## config.mk

```make
export PLATFORM = sky130hd
export DESIGN_NAME = example_core_arbiter
export DESIGN_NICKNAME = d
export VERILOG_FILES = /design/src/rtl/example_arb_pkg.sv /design/src/rtl/example_core_arbiter_rr.sv /design/src/rtl/example_core_arbiter.sv
export SDC_FILE = /design/constraint.sdc
export NUM_CORES = 1
export LEC_CHECK = 0
export ABC_AREA = 1
export CORE_MARGIN = 2
export CORE_UTILIZATION = 44
export CTS_BUF_LIST = sky130_fd_sc_hd__clkbuf_4 sky130_fd_sc_hd__clkbuf_8
export DETAILED_ROUTE_END_ITERATION = 6
export PLACE_DENSITY = 0.82
export RECOVER_POWER = 25
export SKIP_LAST_GASP = 1
export SYNTH_ARGS = -nofsm -noshare
export SYNTH_HDL_FRONTEND = slang
export SYNTH_HIERARCHICAL = 1
export SYNTH_SLANG_ARGS = --single-unit
```

## constraint.sdc

```tcl
create_clock -name clk_i -period 3.1 [get_ports clk_i]
set_clock_uncertainty 0.1 [all_clocks]
set_input_delay 0.62 -clock clk_i [delete_from_list [all_inputs] [get_ports clk_i]]
set_output_delay 0.62 -clock clk_i [all_outputs]
set_load 0.01 [all_outputs]
```

## src/rtl/example_arb_pkg.sv

```systemverilog
// Shared types and the round-robin pick function for the example core arbiter.
package example_arb_pkg;

  typedef enum logic [1:0] {
    IDLE  = 2'd0,
    ISSUE = 2'd1,
    WAIT  = 2'd2,
    RESP  = 2'd3
  } state_e;

  localparam int unsigned MAX_REQ = 16;

  // One-hot winner: first set bit of valid searching from last+1 upward, wrapping at n-1 -> 0.
  function automatic logic [MAX_REQ-1:0] rr_next(
    input logic [MAX_REQ-1:0] valid,
    input logic [3:0]         last,
    input int unsigned        n
  );
    logic [MAX_REQ-1:0] gnt;
    logic               found;
    logic [31:0]        idx;
    gnt   = '0;
    found = 1'b0;
    for (int unsigned i = 1; i <= MAX_REQ; i++) begin
      idx = (32'(last) + 32'(i)) % n;
      if (!found && (i <= n) && valid[idx[3:0]]) begin
        gnt[idx[3:0]] = 1'b1;
        found         = 1'b1;
      end
    end
    return gnt;
  endfunction

endpackage

```

## src/rtl/example_core_arbiter_rr.sv

```systemverilog
// Combinational round-robin picker: one-hot grant and its index from a request vector.
module example_rr_arbiter
  import example_arb_pkg::*;
#(
  parameter int unsigned NUM_REQ = 4,
  parameter int unsigned ID_W    = 2
) (
  input  logic [NUM_REQ-1:0] req_i,
  input  logic [ID_W-1:0]    last_i,
  output logic [NUM_REQ-1:0] gnt_o,
  output logic [ID_W-1:0]    idx_o
);

  logic [MAX_REQ-1:0] req_ext_s;
  logic [MAX_REQ-1:0] gnt_ext_s;
  logic [3:0]         last_ext_s;

  // Widen to the package's fixed width, pick, then encode the one-hot grant.
  always_comb begin
    req_ext_s                = '0;
    req_ext_s[NUM_REQ-1:0]   = req_i;
    last_ext_s               = 4'd0;
    last_ext_s[ID_W-1:0]     = last_i;
    gnt_ext_s                = rr_next(req_ext_s, last_ext_s, NUM_REQ);
    gnt_o                    = gnt_ext_s[NUM_REQ-1:0];
    idx_o                    = '0;
    for (int unsigned i = 0; i < NUM_REQ; i++) begin
      idx_o = idx_o | (ID_W'(i) & {ID_W{gnt_o[i]}});
    end
  end

endmodule

```

## src/rtl/example_core_arbiter.sv

```systemverilog
// Round-robin front end sharing one core between NUM_REQ requesters, one transaction at a time.
// Optional core watchdog enabled by defining EXAMPLE_ARB_TIMEOUT_EN.
module example_core_arbiter
  import example_arb_pkg::*;
#(
  parameter int DATA_WIDTH     = 8,
  parameter int NUM_REQ        = 4,
  parameter int TIMEOUT_CYCLES = 16
) (
  input  logic                          clk_i,
  input  logic                          rst_n_i,
  input  logic [NUM_REQ-1:0]            req_valid_i,
  input  logic [NUM_REQ*DATA_WIDTH-1:0] req_data_i,
  output logic [NUM_REQ-1:0]            req_ready_o,
  output logic                          rsp_valid_o,
  input  logic                          rsp_ready_i,
  output logic [$clog2(NUM_REQ)-1:0]    rsp_id_o,
  output logic [DATA_WIDTH-1:0]         rsp_data_o,
  output logic                          rsp_err_o,
  output logic                          core_req_o,
  output logic [DATA_WIDTH-1:0]         core_data_o,
  input  logic [DATA_WIDTH-1:0]         core_data_i,
  input  logic                          core_valid_i,
  output logic                          busy_o
);

  localparam int ID_W = $clog2(NUM_REQ);

  state_e                state_q, state_d;
  logic [ID_W-1:0]       last_q, last_d;
  logic [ID_W-1:0]       id_q, id_d;
  logic [DATA_WIDTH-1:0] op_q, op_d;
  logic [DATA_WIDTH-1:0] rsp_data_q, rsp_data_d;
  logic [NUM_REQ-1:0]    gnt_s;
  logic [ID_W-1:0]       gnt_idx_s;
  logic [DATA_WIDTH-1:0] sel_op_s;
  logic                  expire_s;

  example_rr_arbiter #(
    .NUM_REQ (NUM_REQ),
    .ID_W    (ID_W)
  ) u_rr (
    .req_i  (req_valid_i),
    .last_i (last_q),
    .gnt_o  (gnt_s),
    .idx_o  (gnt_idx_s)
  );

  // Operand of the winner; grant is one-hot so an AND-OR mux suffices.
  always_comb begin
    sel_op_s = '0;
    for (int k = 0; k < NUM_REQ; k++) begin
      sel_op_s = sel_op_s | ({DATA_WIDTH{gnt_s[k]}} & req_data_i[k*DATA_WIDTH +: DATA_WIDTH]);
    end
  end

`ifdef EXAMPLE_ARB_TIMEOUT_EN
  localparam int CNT_W = ($clog2(TIMEOUT_CYCLES + 1) > 8) ? $clog2(TIMEOUT_CYCLES + 1) : 8;

  logic [CNT_W-1:0] wait_cnt_q, wait_cnt_d;
  logic             rsp_err_q, rsp_err_d;

  // Expires on the TIMEOUT_CYCLES-th WAIT cycle, i.e. when the count would reach the limit.
  always_comb begin
    expire_s = (wait_cnt_q == CNT_W'(TIMEOUT_CYCLES - 1));
    if (state_q == ISSUE) begin
      wait_cnt_d = '0;
    end else if (state_q == WAIT) begin
      wait_cnt_d = wait_cnt_q + CNT_W'(1);
    end else begin
      wait_cnt_d = wait_cnt_q;
    end
  end

  // Watchdog counter and error flag registers.
  always_ff @(posedge clk_i or negedge rst_n_i) begin
    if (!rst_n_i) begin
      wait_cnt_q <= '0;
      rsp_err_q  <= 1'b0;
    end else begin
      wait_cnt_q <= wait_cnt_d;
      rsp_err_q  <= rsp_err_d;
    end
  end

  assign rsp_err_o = rsp_err_q;
`else
  assign expire_s  = 1'b0;
  assign rsp_err_o = 1'b0;
`endif

  // Next-state and datapath updates.
  always_comb begin
    state_d    = state_q;
    last_d     = last_q;
    id_d       = id_q;
    op_d       = op_q;
    rsp_data_d = rsp_data_q;
`ifdef EXAMPLE_ARB_TIMEOUT_EN
    rsp_err_d  = rsp_err_q;
`endif
    case (state_q)
      IDLE: begin
        if (|gnt_s) begin
          id_d    = gnt_idx_s;
          op_d    = sel_op_s;
          state_d = ISSUE;
        end else begin
          state_d = IDLE;
        end
      end
      ISSUE: begin
        last_d  = id_q;
        state_d = WAIT;
      end
      WAIT: begin
        // A core result in the expiry cycle still wins over the timeout.
        if (core_valid_i) begin
          rsp_data_d = core_data_i;
`ifdef EXAMPLE_ARB_TIMEOUT_EN
          rsp_err_d  = 1'b0;
`endif
          state_d    = RESP;
        end else if (expire_s) begin
          rsp_data_d = '0;
`ifdef EXAMPLE_ARB_TIMEOUT_EN
          rsp_err_d  = 1'b1;
`endif
          state_d    = RESP;
        end else begin
          state_d = WAIT;
        end
      end
      RESP: begin
        if (rsp_ready_i) begin
          state_d = IDLE;
        end else begin
          state_d = RESP;
        end
      end
      default: begin
        state_d = IDLE;
      end
    endcase
  end

  // State and datapath registers; last_q starts at NUM_REQ-1 so requester 0 wins first.
  always_ff @(posedge clk_i or negedge rst_n_i) begin
    if (!rst_n_i) begin
      state_q    <= IDLE;
      last_q     <= ID_W'(NUM_REQ - 1);
      id_q       <= '0;
      op_q       <= '0;
      rsp_data_q <= '0;
    end else begin
      state_q    <= state_d;
      last_q     <= last_d;
      id_q       <= id_d;
      op_q       <= op_d;
      rsp_data_q <= rsp_data_d;
    end
  end

  // Grant is masked by reset so req_ready_o is quiet while rst_n_i is low.
  always_comb begin
    if ((state_q == IDLE) && rst_n_i) begin
      req_ready_o = gnt_s;
    end else begin
      req_ready_o = '0;
    end
  end

  assign core_req_o  = (state_q == ISSUE);
  assign core_data_o = op_q;
  assign rsp_valid_o = (state_q == RESP);
  assign rsp_id_o    = id_q;
  assign rsp_data_o  = rsp_data_q;
  assign busy_o      = (state_q != IDLE);

endmodule
```

======== Yosys cells after proc, flatten, opt, wreduce, memory -nomap -nowiden ========
Index checks and enable logic that the tools add are counted.
word-level totals
  register bits ........................... 22
  input bits .............................. 48
  output and inout port bits .............. 26
  logic and storage cells ................. 76
operators by class
  add/sub/neg operators ................... 4
  $lt $le $gt $ge ......................... 8
  equality and inequality tests ........... 3
  mux-type cells .......................... 28
  bitwise gates (word level) .............. 12
  reduce and logical (&&, ||, !) cells .... 16
operators with widths
  cell                   count
  $and A8 B8 Y8          4
  $or A8 B8 Y8           3
  $lt A2 B5 Y1 const B   4
  $mux W4                5
  $mux W1                13
  $or A4 B4 Y4           3
  $bmux W1 S2            4
  $demux W1 S2           4
  $ge A2 B1 Y1 const B   4
  $logic_and A1 B1 Y1    8
  $pmux W2 S4            1
  $add A2 B1 Y2 const B  2
  $add A2 B2 Y2 const B  2
  $eq A2 B2 Y1 const B   2
  $reduce_and A2 Y1      2
  $reduce_or A4 Y1       1
  $logic_not A1 Y1       3
  $eq A2 B1 Y1 const B   1
  $logic_not A2 Y1       1
  $mux W2                1
  $or A1 B2 Y2           1
  $or A2 B2 Y2           1
  $reduce_bool A2 Y1     1

======== Depth between registers and ports, before layout ========
  depth in word-level cells ............... 17
  depth in mapped cells ................... 18

======== Hierarchy ========
The synthesis kept the hierarchy.
by module, submodules not included
  module                times used  cells each  area each (um^2)
  example_core_arbiter  1           189         1277.5
  example_rr_arbiter    1           78          474.2

======== Worst setup path after synthesis ========
Ideal clock, no wire load.
  path type ............................... register to output
  from .................................... register last_q[0]
  to ...................................... output req_ready_o[1]
  data arrival time ....................... 2.088 ns
  required time ........................... 2.380 ns
  setup slack ............................. 0.292 ns
  cell stages (with the launch flop) ...... 13
  path buffers ............................ 1
  cell sequence ........................... dfstp_2 > inv_2 > ha_1 > inv_1 > nand3_4 > nand2_4 > nand2_4 > nor3b_2 > nor2_1 > inv_1 > buf_4 > inv_1 > nor2_1
between the ends
  longest elaborated chain between the ends .. 14
  elaborated cells on any way between the ends .. 49
  those cells by class .................... 4 x add/sub; 8 x order compare; 24 x mux; 3 x bitwise; 10 x reduce/logical
RTL lines
  item                                                                   RTL line                     RTL
  start, declared                                                        example_core_arbiter.sv:30   logic [ID_W-1:0] last_q, last_d;
  start signal, assigned                                                 example_core_arbiter.sv:151  last_q <= ID_W'(NUM_REQ - 1);
  start signal, assigned                                                 example_core_arbiter.sv:157  last_q <= last_d;
  parallel branches: the longest is 12 deep, another holds $lt A2 B5 Y1  -
  $mux W4 (*)                                                            example_arb_pkg.sv:26        if (!found && (i <= n) && valid[idx[3:0]]) begin
  net gnt_s[1]                                                           example_core_arbiter.sv:34   logic [NUM_REQ-1:0] gnt_s;
  $mux W4 (*)                                                            example_core_arbiter.sv:166  if ((state_q == IDLE) && rst_n_i) begin
  end, declared                                                          example_core_arbiter.sv:14   output logic [NUM_REQ-1:0] req_ready_o,
Mark *: on every way through the listed nets, which the timed path passes. The select of a mux whose other input is x is not followed.

======== Worst setup path after layout ========
  from .................................... register last_q[0]
  to ...................................... output req_ready_o[3]
The elaborated chain is that of the path after synthesis.

==> out/summary.txt <==
Rows -> 22
P&R area growth vs syn -> 47.9%
Final setup fails -> 0
Critical-path maximum fanout -> 5
Die H -> 67.1 um
DRT Pass-1 Iters -> 4
Pwr dens -> 1030 nW/um2
Met1 WL -> 1810 um
Maximum vdd drop -> 0.588 mV
Hold Path End -> rsp_data_o[1]$_DFFE_PN0P_
Cell leakage power -> 0.00137 uW
TritonCTS clock tree -> yes
Met3 WL post-DR -> 376 um
Synthesis Warnings -> 6
Sequential cell area -> 553 um2
Synth Instances -> 267
Final nets -> 402
Share of the synthesized area in the top cell type -> 29.4%
Crit path launch type -> flip-flop
Overall power -> 2670 uW
R2R Setup Slk -> 0.50 ns
Final Hold Violating Endpoints -> 0
Cells after DPL -> 389
Multi-input logic area -> 992 um2
CTS Buf Count -> 3
DIE WIDTH -> 67.1 um
H-tree Lvls -> 1
Initial antenna violation count -> 0
Post-Syn Area -> 1750 um2
Post-layout util -> 69.2%
Routed wl met2 -> 2160 um
Vias in the first global route -> 1678
Worst Hold Path Cells -> 2
N_diodes -> 0
Dpl hpwl -> 3470 um
Initial DRC Count -> 134
Antenna Nets Post-Route -> 0
Ratio of cells with drive above 1 in the final layout -> 12.5%
Setup TNS -> 0 ns
Final period util -> 96.5%
Core Area -> 3740 um2
RSZ-0062 raised after global routing -> true
Final wirelength -> 4410 um
Proportion of synthesized chip area in sequential cells -> 31.6%
Status -> finished, final reports clean
Reg-to-reg critical path startpoint -> last_q[1]$_DFFE_PN1P_
RePlAce Congestion -> 0.932
Average size of a mapped cell -> 6.56 um2
Fin cells -> 393
Vias per cell -> 4.62
Clock Latency Late Sink -> 0.26 ns
Die ar. -> 4500 um2
Seq cells post-synth -> 22
Via count -> 1814
Data arrival, critical path -> 2.27 ns
Setup CP Type -> flip-flop to primary output
Syn nets -> 323
Max transition margin -> 20.7%
Worst Setup End Kind -> primary output
GR Overflow Total -> 0
R2r worst-path depth -> 16
Yosys cell types -> 26
Avg WL per Cell -> 11.2 um
Final Max Slew Viols -> 0
Synth area leader -> nand2_1
Io pins -> 74
Initial Utilization -> 46.8%
Remaining DRCs -> 0
FF-to-FF End -> state_q[0]$_DFF_PN0_
Max stage delay on crit path -> 0.54 ns
Clock-pin slew on the worst setup and hold paths -> 0.08 ns
CTS Buffer Depth -> 2
Crit-path cells -> inv_2 > ha_1 > inv_2 > nand3_4 > nand2_4 > nand2_4 > nor3_2 > nor2_2 > inv_1 > inv_1 > nor2_1 > clkbuf_2
Worst-Margin Slew -> 1.19 ns
Uppermost layer routed -> met4
Port bufs -> 72
Total GRT Usage -> 21.6%
CP max stage cell -> dfstp_2
CTS Hold Buffers Added -> 0
HP Class -> flip-flop to flip-flop
Tmin final -> 2.99 ns
Synth top area cells -> nand2_1 (29%), dfrtp_1 (29%), inv_1 (7.3%), nand3_1 (7.1%), ha_1 (5.7%)
# fillers -> 323
Critical Path RT -> 2.38 ns
Fmax achieved -> 334 MHz
Clk Tree Root Cell -> clkbuf_8
Hold Path Origin -> rsp_data_o[1]$_DFFE_PN0P_
Max Cap Viol -> 0
Sink Count -> 22
Largest net degree at the start of global routing -> 23
First-pass GRT wire length -> 7360 um
==> report_power, final <==
group	switching, uW	total [uW]	internal, uW
clock network	92.2	265	172
logic	1120	1890	777
registers	88.9	516	427
total	1300	2670	1380
==> layout by cell type (no fill, tap or decap), drive strengths merged <==
cell,instances
bufinv,1
nor3,1
inv,38
nand3,28
dlygate4sd3,1
nor3b,2
buf,8
conb,1
nand2,144
dfstp,2
o211ai,1
nand4,2
clkdlybuf4s50,67
dfrtp,20
nor2,11
clkbuf,8
ha,8
a21oi,1
clkinv,1
==> metrics by stage <==
step | area [um2] | hold WS, ns | worst slack (ns)
after floorplan | 1750 | 0.224 | 0.292
final | 2590 | 0.378 | 0.108
after detailed placement | 2540 | 0.361 | -0.190
after global placement | 2540 | 0.354 | -0.153
after CTS | 2610 | 0.382 | -0.00627
after global routing | 2590 | 0.417 | -0.00234
==> final cells by class <==
type	count	area share, %
Sequential cell	22	21.4
Clock buffer	3	1.59
Inverter	39	5.75
Multi-Input combinational cell	199	38.3
Timing Repair Buffer	81	29.5
Tap cell	48	2.32
Clock inverter	1	1.16
==> flip-flops by register name, summed over array words and instances, names as in the netlist <==
register	count
rsp_id_o	2
rsp_data_o	8
last_q	2
core_data_o	8
state_q	2
==> worst max-delay path: cells and delay by family, from the launching register on <==
kind,cells,cell delay [ns]
fa+ha+maj,1,0.36
buf+inv,5,0.41
flops,1,0.54
simple gates,6,0.69
==> routing by layer <==
layer,track usage [%],vias to the layer above
li1,-,950
met1,24.3,788
met2,37.7,70
met3,6.93,6
met4,7.65,0
met5,0,-
==> what timing repair did <==
| action | CTS | global route |
|---|---|---|
| setup buffers | 0 | 0 |
| setup endpoints to repair | 4 | 4 |
| hold endpoints to repair | 0 | 0 |
| gates resized for setup | 5 | 8 |
==> Yosys cell counts <==
cell	count
nand3_4	2
nor2_4	4
buf_4	2
nand2_4	2
nor2_2	1
nand2_1	137
nand3_1	25
conb_1	1
dfrtp_1	20
nor3_2	1
inv_1	34
inv_4	1
nand3_2	1
clkinv_1	1
buf_6	3
dfstp_2	2
a21oi_4	1
buf_2	1
nand4_1	2
nand2_2	5
clkbuf_1	1
ha_1	8
nor2_1	6
inv_2	3
nor3b_2	2
o211ai_2	1
==> how the worst max path moves through the flow <==
stage	startpoint	end	slack, ns
floorplan	last_q[0]$_DFFE_PN1P_	req_ready_o[1]	0.29
global placement	req_valid_i[2]	req_ready_o[2]	-0.15
detailed placement	req_valid_i[2]	req_ready_o[3]	-0.19
CTS	last_q[0]$_DFFE_PN1P_	req_ready_o[3]	-0.006
global route	last_q[0]$_DFFE_PN1P_	req_ready_o[3]	-0.002
finish	last_q[0]$_DFFE_PN1P_	req_ready_o[3]	0.11
==> logic make-up (layout without fill, tap and decap cells) <==
group                      count (synthesis)  after routing  share of synthesized area (%)
AOI/OAI and AO/OA                          2              2                           1.64
adders and majority gates                  8              8                           5.71
buffers and inverters                     46            124                           11.8
DFF                                       22             22                           31.6
other                                      1              1                          0.214
and+or+nand+nor                          188            188                           49.1
Note: power is estimated with default switching activity, not from simulation.
